[config.mk]
export PLATFORM = sky130hd
export DESIGN_NAME = icache_refill_ctrl_flat
export DESIGN_NICKNAME = d
export VERILOG_FILES = /design/src/rtl/icache_refill_ctrl_if.sv /design/src/rtl/icache_refill_ctrl.sv /design/src/flat_wrapper.sv
export SDC_FILE = /design/constraint.sdc
export NUM_CORES = 1
export LEC_CHECK = 0
export CORE_ASPECT_RATIO = 1.4
export CORE_MARGIN = 5
export CORE_UTILIZATION = 40
export DETAILED_ROUTE_END_ITERATION = 10
export PLACE_DENSITY = 0.82
export SYNTH_ARGS = -nofsm -noshare
export SYNTH_HDL_FRONTEND = slang
export SYNTH_SLANG_ARGS = --single-unit
[constraint.sdc]
create_clock -name clk -period 3.1 [get_ports clk]
set_clock_uncertainty 0.2 [all_clocks]
set_input_delay 0.93 -clock clk [delete_from_list [all_inputs] [get_ports clk]]
set_output_delay 0.93 -clock clk [all_outputs]
set_load 0.1 [all_outputs]
[src/rtl/icache_refill_ctrl_if.sv]
// Memory read port between the icache refill controller and the unified memory.
// The controller drives the request side (master); memory returns data with a
// single-cycle rdy_mem pulse (slave).
interface icache_refill_ctrl_if #(
  parameter int ADDR_W  = 16,
  parameter int INSTR_W = 16,
  parameter int MEM_W   = 32
);
  localparam int MOFF = $clog2(MEM_W / INSTR_W);

  logic                   re_mem;
  logic [ADDR_W-MOFF-1:0] addr_mem;
  logic [MEM_W-1:0]       rd_data_mem;
  logic                   rdy_mem;

  modport master (
    output re_mem,
    output addr_mem,
    input  rd_data_mem,
    input  rdy_mem
  );

  modport slave (
    input  re_mem,
    input  addr_mem,
    output rd_data_mem,
    output rdy_mem
  );
endinterface

[src/rtl/icache_refill_ctrl.sv]
// Instruction-cache miss/refill controller. Hits are served combinationally
// from the icache line. A miss stalls the PC, fetches the line as BEATS
// sequential memory reads, writes it into the icache in a single WRITE cycle
// and forwards the requested instruction in that same cycle. A flush abandons
// the refill; an outstanding memory read is drained because memory cannot
// abort a request.
module icache_refill_ctrl #(
  parameter int ADDR_W  = 16,
  parameter int INSTR_W = 16,
  parameter int MEM_W   = 32,
  parameter int BEATS   = 2,
  localparam int LINE_W = MEM_W * BEATS,
  localparam int OFF    = $clog2(LINE_W / INSTR_W),
  localparam int MOFF   = $clog2(MEM_W / INSTR_W)
) (
  input  logic                    clk,
  input  logic                    rst,
  input  logic [ADDR_W-1:0]       pc_addr,
  input  logic                    hit,
  input  logic                    flush,
  input  logic [LINE_W-1:0]       rd_data_icache,
  output logic                    re_icache,
  output logic                    we_icache,
  output logic [LINE_W-1:0]       wr_data_icache,
  output logic [ADDR_W-OFF-1:0]   fill_addr,
  icache_refill_ctrl_if.master    mem,
  output logic [INSTR_W-1:0]      instr,
  output logic                    instr_valid,
  output logic                    pc_stall,
  output logic                    refill_busy
);

  localparam int BW = (BEATS > 1) ? $clog2(BEATS) : 1;

  typedef enum logic [1:0] {IDLE, FILL, DRAIN, WRITE} state_t;

  state_t                 state;
  state_t                 state_next;
  logic [ADDR_W-OFF-1:0]  base;
  logic [OFF-1:0]         off;
  logic [BW-1:0]          beat;
  logic [LINE_W-1:0]      line;

  logic [OFF-1:0]         pc_off;
  logic                   last_beat;
  logic [ADDR_W-MOFF-1:0] miss_word;
  logic [ADDR_W-MOFF-1:0] fill_word;

  assign pc_off    = pc_addr[OFF-1:0];
  assign last_beat = (beat == BW'(BEATS - 1));

  // First word of the missing line: line index with the beat field zeroed.
  assign miss_word = (ADDR_W-MOFF)'(pc_addr[ADDR_W-1:OFF]) << (OFF - MOFF);

  if (BEATS > 1) begin : g_multi_beat
    assign fill_word = {base, beat};
  end else begin : g_single_beat
    assign fill_word = base;
  end

  assign wr_data_icache = line;
  assign fill_addr      = base;

  // State register plus miss bookkeeping: latch the line/offset on a miss and
  // collect memory beats into the line buffer, lowest beat first.
  always_ff @(posedge clk) begin
    if (rst) begin
      state <= IDLE;
      base  <= '0;
      off   <= '0;
      beat  <= '0;
      line  <= '0;
    end else begin
      state <= state_next;
      case (state)
        IDLE: begin
          if (!flush && !hit) begin
            base <= pc_addr[ADDR_W-1:OFF];
            off  <= pc_off;
            beat <= '0;
          end
        end
        FILL: begin
          if (mem.rdy_mem && !flush) begin
            line[beat*MEM_W +: MEM_W] <= mem.rd_data_mem;
            if (!last_beat) begin
              beat <= beat + BW'(1);
            end
          end
        end
        default: begin
        end
      endcase
    end
  end

  // Next-state and output decode; reset overrides everything at the end.
  always_comb begin
    state_next   = state;
    re_icache    = 1'b0;
    we_icache    = 1'b0;
    mem.re_mem   = 1'b0;
    mem.addr_mem = fill_word;
    instr        = rd_data_icache[pc_off*INSTR_W +: INSTR_W];
    instr_valid  = 1'b0;
    pc_stall     = 1'b1;
    refill_busy  = (state != IDLE);

    unique case (state)
      IDLE: begin
        re_icache = 1'b1;
        pc_stall  = 1'b0;
        if (!flush) begin
          if (hit) begin
            instr_valid = 1'b1;
          end else begin
            pc_stall     = 1'b1;
            mem.re_mem   = 1'b1;
            mem.addr_mem = miss_word;
            state_next   = FILL;
          end
        end
      end
      FILL: begin
        mem.re_mem = 1'b1;
        if (mem.rdy_mem) begin
          if (flush) begin
            state_next = IDLE;
          end else if (last_beat) begin
            state_next = WRITE;
          end
        end else if (flush) begin
          state_next = DRAIN;
        end
      end
      DRAIN: begin
        mem.re_mem = 1'b1;
        if (mem.rdy_mem) begin
          state_next = IDLE;
        end
      end
      WRITE: begin
        we_icache   = 1'b1;
        instr       = line[off*INSTR_W +: INSTR_W];
        instr_valid = ~flush;
        pc_stall    = 1'b0;
        state_next  = IDLE;
      end
      default: begin
        state_next = IDLE;
      end
    endcase

    if (rst) begin
      pc_stall    = 1'b1;
      mem.re_mem  = 1'b0;
      re_icache   = 1'b0;
      we_icache   = 1'b0;
      instr_valid = 1'b0;
      refill_busy = 1'b0;
      state_next  = IDLE;
    end
  end

endmodule

[src/flat_wrapper.sv]
// flat-port wrapper written by rule: the top's interface ports become plain ports
module icache_refill_ctrl_flat 
#(
  parameter int ADDR_W  = 16,
  parameter int INSTR_W = 16,
  parameter int MEM_W   = 32,
  parameter int BEATS   = 2,
  localparam int LINE_W = MEM_W * BEATS,
  localparam int OFF    = $clog2(LINE_W / INSTR_W),
  localparam int MOFF   = $clog2(MEM_W / INSTR_W)
)
  (clk, rst, pc_addr, hit, flush, rd_data_icache, re_icache, we_icache, wr_data_icache, fill_addr, instr, instr_valid, pc_stall, refill_busy, mem_re_mem, mem_addr_mem, mem_rd_data_mem, mem_rdy_mem);
  icache_refill_ctrl_if #(.ADDR_W(ADDR_W), .INSTR_W(INSTR_W), .MEM_W(MEM_W)) mem_i ();
  input  logic clk;
  input  logic rst;
  input  logic [ADDR_W-1:0] pc_addr;
  input  logic hit;
  input  logic flush;
  input  logic [LINE_W-1:0] rd_data_icache;
  output logic re_icache;
  output logic we_icache;
  output logic [LINE_W-1:0] wr_data_icache;
  output logic [ADDR_W-OFF-1:0] fill_addr;
  output logic [INSTR_W-1:0] instr;
  output logic instr_valid;
  output logic pc_stall;
  output logic refill_busy;
  output wire logic [$bits(mem_i.re_mem)-1:0] mem_re_mem;
  output wire logic [$bits(mem_i.addr_mem)-1:0] mem_addr_mem;
  input wire logic [$bits(mem_i.rd_data_mem)-1:0] mem_rd_data_mem;
  input wire logic [$bits(mem_i.rdy_mem)-1:0] mem_rdy_mem;
  assign mem_re_mem = mem_i.re_mem;
  assign mem_addr_mem = mem_i.addr_mem;
  assign mem_i.rd_data_mem = mem_rd_data_mem;
  assign mem_i.rdy_mem = mem_rdy_mem;
  icache_refill_ctrl #(.ADDR_W(ADDR_W), .INSTR_W(INSTR_W), .MEM_W(MEM_W), .BEATS(BEATS)) u_core (.clk(clk), .rst(rst), .pc_addr(pc_addr), .hit(hit), .flush(flush), .rd_data_icache(rd_data_icache), .re_icache(re_icache), .we_icache(we_icache), .wr_data_icache(wr_data_icache), .fill_addr(fill_addr), .mem(mem_i), .instr(instr), .instr_valid(instr_valid), .pc_stall(pc_stall), .refill_busy(refill_busy));
endmodule
==> impl_metrics.py, run 1 <==
metrics = {
    "status": {
        "outcome": "finished with violations",
        "violations": "setup timing",
    },
    "timing": {
        "worst-slew-pin-transition_ns": 0.395,
        "final_hold_viol_count": 0,
        "fmax_mhz": 305,
        "setup_ws_ns": -0.180,
        "post-route-min-period_ns": 3.28,
        "slew_headroom": 0.736,
        "setup_tns_ns": -3.09,
        "drv_slew": 0,
        "setup_violations": 30,
        "finalCritPeriodShare": 1.06,
        "rsz0062_at_grt": "true",
    },
    "clock_tree": {
        "cts_htree_levels": 3,
        "holdBufCountCts": 0,
        "cts_buffers": 9,
        "cts-root-buf": "clkbuf_16",
        "clk_pin_slew_worst_paths_ns": 0.06,
        "cts_max_path_buffers": 2,
        "clock_sinks": 83,
        "cts_tree": "yes",
        "clock_latency_ns": 0.33,
    },
    "floorplanning": {
        "ios": 232,
        "start_util": 0.411,
        "die_h_um": 133,
        "die_w_um": 97.6,
        "num_rows": 44,
        "die-area_um2": 13000,
        "core_area_um2": 10500,
    },
    "detailed_routing": {
        "num_vias": 4353,
        "drt_iter0_markers": 171,
        "met2_length_mm": 8.53,
        "detail-route-antenna-nets": 0,
        "wl_per_cell_um": 19.4,
        "routed-wl-met3_mm": 1.58,
        "routed_via_density": 5.26,
        "drt_wl_total_mm": 16.0,
        "drc_errors": 0,
        "top_layer": "met5",
        "dr.pass1.iters": 4,
        "wl_met1_mm": 5.48,
    },
    "worst_setup_path": {
        "end_kind": "output port",
        "cp.arrival_ns": 2.15,
        "cp_max_fo": 8,
        "cp-start-kind": "input port",
        "cp.required_ns": 1.97,
        "criticalPathCategory": "input port to output port",
    },
    "logic_synthesis": {
        "synthTopCellsByArea": "dfxtp_1, mux4_2, nand2_1",
        "syn_area_per_cell_um2": 9.58,
        "synth_area_um2": 4300,
        "yosysSeqAreaShare": 0.386,
        "yosysWarningCount": 0,
        "syn_inst": 449,
        "synth_fp_nets": 572,
        "ys_seq_elements": 83,
        "synth.distinct_cells": 33,
        "post-synth-top-area-fraction": 0.386,
        "synth_largest_area_cell": "dfxtp_1",
    },
    "global_route": {
        "grt_max_degree": 41,
        "grt_overflow_total": 0,
        "first_global_vias": 4742,
        "grt_util_all_layers": 0.245,
        "grt_pass1_wl_mm": 25.4,
        "antenna_found_initial": 3,
    },
    "place": {
        "gp_congestion": 0.841,
        "placed_cells": 806,
        "placed_area_um2": 7170,
        "io_buffers": 231,
        "dp_hpwl_mm": 12.4,
    },
    "finish": {
        "layout-drive-gt1-share": 0.356,
        "nets": 808,
        "stdcell_area_um2": 7500,
        "antenna_cells": 0,
        "fin_cells": 827,
        "finish.utilization": 0.717,
        "syn_to_final_growth_pct": 74.3,
        "fillers": 782,
    },
    "power": {
        "peakVddDrop_uv": 374,
        "p_leak_uw": 0.00310,
        "total_power_uw": 3540,
        "power_density_nw_per_um2": 472,
    },
    "worst_hold_path": {
        "hold_path_class": "register to register",
    },
    "flow_run": {
        "max_cap_viol_count": 0,
    },
}
through the flow:
stage | setup slack (ns) | hold slack (ns)
2_1_floorplan | -0.390 | 0.299
3_3_place_gp | -0.697 | 0.257
3_5_place_dp | -0.749 | 0.263
4_1_cts | -0.201 | 0.271
5_1_grt | -0.213 | 0.290
6_report | -0.180 | 0.274
Yosys cell counts:
cell and number:
nand2_1 131, dfxtp_1 83, a21oi_1 66, mux2_2 30, mux4_2 22, nor2_1 20
clkbuf_1 19, mux2i_1 17, buf_2 13, mux4_1 10, ha_1 6, buf_6 5
nor2b_1 5, inv_1 2, nand2b_1 2, a211o_1 1, a211oi_1 1, a221oi_1 1
a22o_1 1, and4b_1 1, buf_12 1, buf_4 1, nand3_1 1, nand4b_1 1
nand4bb_1 1, nor3_1 1, nor3b_1 1, nor3b_2 1, nor4_1 1, nor4bb_1 1
o21a_1 1, o21ai_0 1, or3_1 1
worst paths after layout:
check / startpoint / end / slack, ns / cells past startpoint
worst max-delay path: pc_addr[0] / instr[13] / -0.18 / 5
worst min-delay path: u_core.wr_data_icache[9] / u_core.wr_data_icache[9] / 0.27 / 2
worst max register to register: u_core.state[0] / u_core.fill_addr[6] / 1.10 / 6
worst min register to register: u_core.wr_data_icache[9] / u_core.wr_data_icache[9] / 0.27 / 2
state kept, by name (all words and copies together), names as in the netlist:
| name | cells |
|---|---|
| u_core.wr_data_icache | 64 |
| u_core.fill_addr | 14 |
| u_core.state | 2 |
| u_core.beat | 1 |
| u_core.off | 2 |
cell type report:
class | instances | area (um^2) | share of cell area
tap | 138 | 173 | 0.0230
clock buffer | 11 | 233 | 0.0310
inverter | 2 | 7.51 | 0.00100
timing repair buffer | 264 | 2750 | 0.366
multi-input combinational | 325 | 2600 | 0.346
clock inverter | 4 | 76.3 | 0.0102
sequential | 83 | 1660 | 0.222
worst max-delay path: stages:
cell and delay [ns]:
buf_12 0.09, buf_12 0.14, mux4_2 0.51, mux2_4 0.30, buf_12 0.17
layout by cell type, fill, tap and decap left out, drive strengths merged, types with 5 or more instances in the layout:
master and n:
dlygate4sd2 60, dfxtp 83, mux4 32, clkbuf 11, mux2 30, nor2 20
a21oi 66, buf 157, nand2 131, clkdlybuf4s50 47, ha 6, mux2i 17
nor2b 5
metal layers:
layer / vias to the layer above / track usage
met5: - / 0
met4: 6 / 0.0862
met3: 31 / 0.0958
met2: 221 / 0.446
met1: 2060 / 0.255
li1: 2035 / -
where the power goes:
group	switching [uW]	total (uW)	internal, uW	leakage, uW
clock network	411	1110	703	0.000146
registers	25.6	1120	1100	0.000672
logic	785	1300	517	0.00228
total	1220	3540	2320	0.00310
timing repair:
item | in CTS | in global routing
setup endpoints to repair | 34 | 31
gates cloned | 2 | 0
gates resized for setup | 109 | 1
setup buffers | 2 | 2
pin swaps | 1 | 3
cell families (layout without fill, tap and decap cells):
family / Yosys count / after routing / synth area share
simple gates: 168 / 168 / 0.161
flops: 83 / 83 / 0.386
fa+ha+maj: 6 / 6 / 0.0175
mux: 79 / 79 / 0.294
buf+inv: 41 / 281 / 0.0530
compound gates: 72 / 72 / 0.0876
Note: power is estimated with default switching activity, not from simulation.
==> run 2, diff against run 1 <==
Settings changed: CTS_CLUSTER_DIAMETER set to 120.
==> results of run 2 <==
No change in the layout: final DEF, timing and power equal those of run 1.
==> run 3, diff against run 2 <==
Settings changed: CORE_MARGIN 5 to not set, CORE_UTILIZATION 40 to 41, CTS_BUF_LIST set to sky130_fd_sc_hd__clkbuf_4, PLACE_DENSITY 0.82 to 0.84, RECOVER_POWER set to 100.
==> impl_metrics.py, run 3 (synthesis gave the netlist of run 1 again) <==
metrics = {
    "status": {
        "outcome": "finished with violations",
        "violations": "setup timing",
    },
    "finish": {
        "mostFrequentLayoutCell": "nand2_1",
        "syn_to_final_growth_pct": 66.5,
        "stdcell_area_um2": 7160,
        "largest_reg_flops": 64,
        "nets": 809,
        "antenna_cells": 0,
        "final_cell_mix": "nand2_1, dfxtp_1, clkbuf_2",
        "layout-drive-gt1-share": 0.350,
        "fin_cells": 826,
    },
    "detailed_routing": {
        "drt_iter0_markers": 250,
        "detail-route-antenna-nets": 0,
        "wl_per_cell_um": 19.5,
        "num_vias": 4486,
        "dr.pass1.iters": 4,
        "drt_wl_total_mm": 16.1,
        "routed_via_density": 5.43,
        "drc_errors": 0,
    },
    "clock_tree": {
        "clock_sinks": 83,
        "clk_pin_slew_worst_paths_ns": 0.13,
        "cts_buffers": 9,
        "clock_latency_ns": 0.43,
        "cts_tree": "yes",
        "cts_max_path_buffers": 2,
        "cts-root-buf": "clkbuf_4",
        "cts_htree_levels": 3,
    },
    "timing": {
        "setup_violations": 26,
        "post-route-min-period_ns": 3.28,
        "rsz0062_at_grt": "true",
        "slew_headroom": 0.180,
        "setup_tns_ns": -3.01,
        "drv_slew": 0,
        "fmax_mhz": 304,
        "worst-slew-pin-transition_ns": 1.23,
        "finalCritPeriodShare": 1.06,
        "final_hold_viol_count": 0,
        "setup_ws_ns": -0.184,
        "fin_hold_ws_ns": 0.281,
    },
    "global_route": {
        "grt_util_all_layers": 0.295,
        "first_global_vias": 4601,
        "antenna_found_initial": 0,
        "grt_max_degree": 46,
        "grt_overflow_total": 0,
        "grt_pass1_wl_mm": 23.6,
    },
    "floorplanning": {
        "die_h_um": 123,
        "die-area_um2": 10900,
        "ios": 232,
        "num_rows": 43,
        "start_util": 0.427,
        "die_w_um": 88.6,
        "core_area_um2": 10100,
    },
    "worst_setup_path": {
        "cp.required_ns": 1.97,
        "criticalPathCategory": "input port to output port",
        "cp_max_fo": 8,
        "cp-start-kind": "input port",
        "end_kind": "output port",
        "cp.arrival_ns": 2.15,
    },
    "power": {
        "p_leak_uw": 0.00296,
        "power_density_nw_per_um2": 450,
        "peakVddDrop_uv": 347,
    },
    "worst_hold_path": {
        "hold_path_class": "register to register",
    },
    "place": {
        "placed_area_um2": 7130,
        "placed_cells": 800,
        "gp_congestion": 0.807,
        "io_buffers": 231,
        "dp_hpwl_mm": 11.7,
    },
    "flow_run": {
        "max_cap_viol_count": 0,
    },
}
==> run 3: power breakdown <==
group          switching (uW)  internal, uW  total, uW  leakage, uW
Combinational             799           500       1300      0.00219
Clock                     383           418        802    0.0000928
Sequential               24.7          1100       1120     0.000672
Total                    1210          2020       3220      0.00296
==> run 3: worst paths after layout <==
kind	from	to	slack (ns)	depth (start not counted)
min reg2reg	u_core.wr_data_icache[49]	u_core.wr_data_icache[49]	0.28	2
max	pc_addr[0]	instr[1]	-0.18	5
min	u_core.wr_data_icache[49]	u_core.wr_data_icache[49]	0.28	2
max reg2reg	u_core.state[0]	u_core.fill_addr[8]	0.50	6
==> run 3: critical path, cell delays in order <==
cell	delay [ns]
buf_12	0.10
buf_12	0.14
mux4_2	0.51
mux2_4	0.30
buf_12	0.17
==> run 3: routing by layer <==
layer / vias up / wire [um] / share of wire / track usage
met2: 286 / 8410 / 0.52 / 0.525
met4: 0 / 678 / 0.042 / 0.171
met3: 49 / 1550 / 0.097 / 0.0901
met5: - / 0 / 0 / 0
met1: 2113 / 5430 / 0.34 / 0.299
li1: 2038 / - / - / -
==> run 3: final cells by class <==
cell class	instances	area, um^2
multi-input combinational	325	2600
fill	782	2900
timing repair buffer	265	2530
tap	135	169
inverter	2	12.5
clock buffer	10	75.1
clock inverter	6	114
sequential	83	1670
==> run 3: metrics by stage <==
stage	util	setup slack, ns	total power, uW
3_3_place_gp	0.709	-0.705	2430
5_1_grt	0.712	-0.209	3330
4_1_cts	0.739	-0.193	3270
3_5_place_dp	0.709	-0.746	2450
6_report	0.712	-0.184	3220
2_1_floorplan	-	-0.390	1980
==> run 3: what timing repair did <==
action | in CTS | in global routing
setup buffers | 5 | 3
setup endpoints to repair | 34 | 32
resized for setup | 117 | 1
hold buffers | 0 | 0
cloned | 3 | 0
pin swaps | 2 | 2
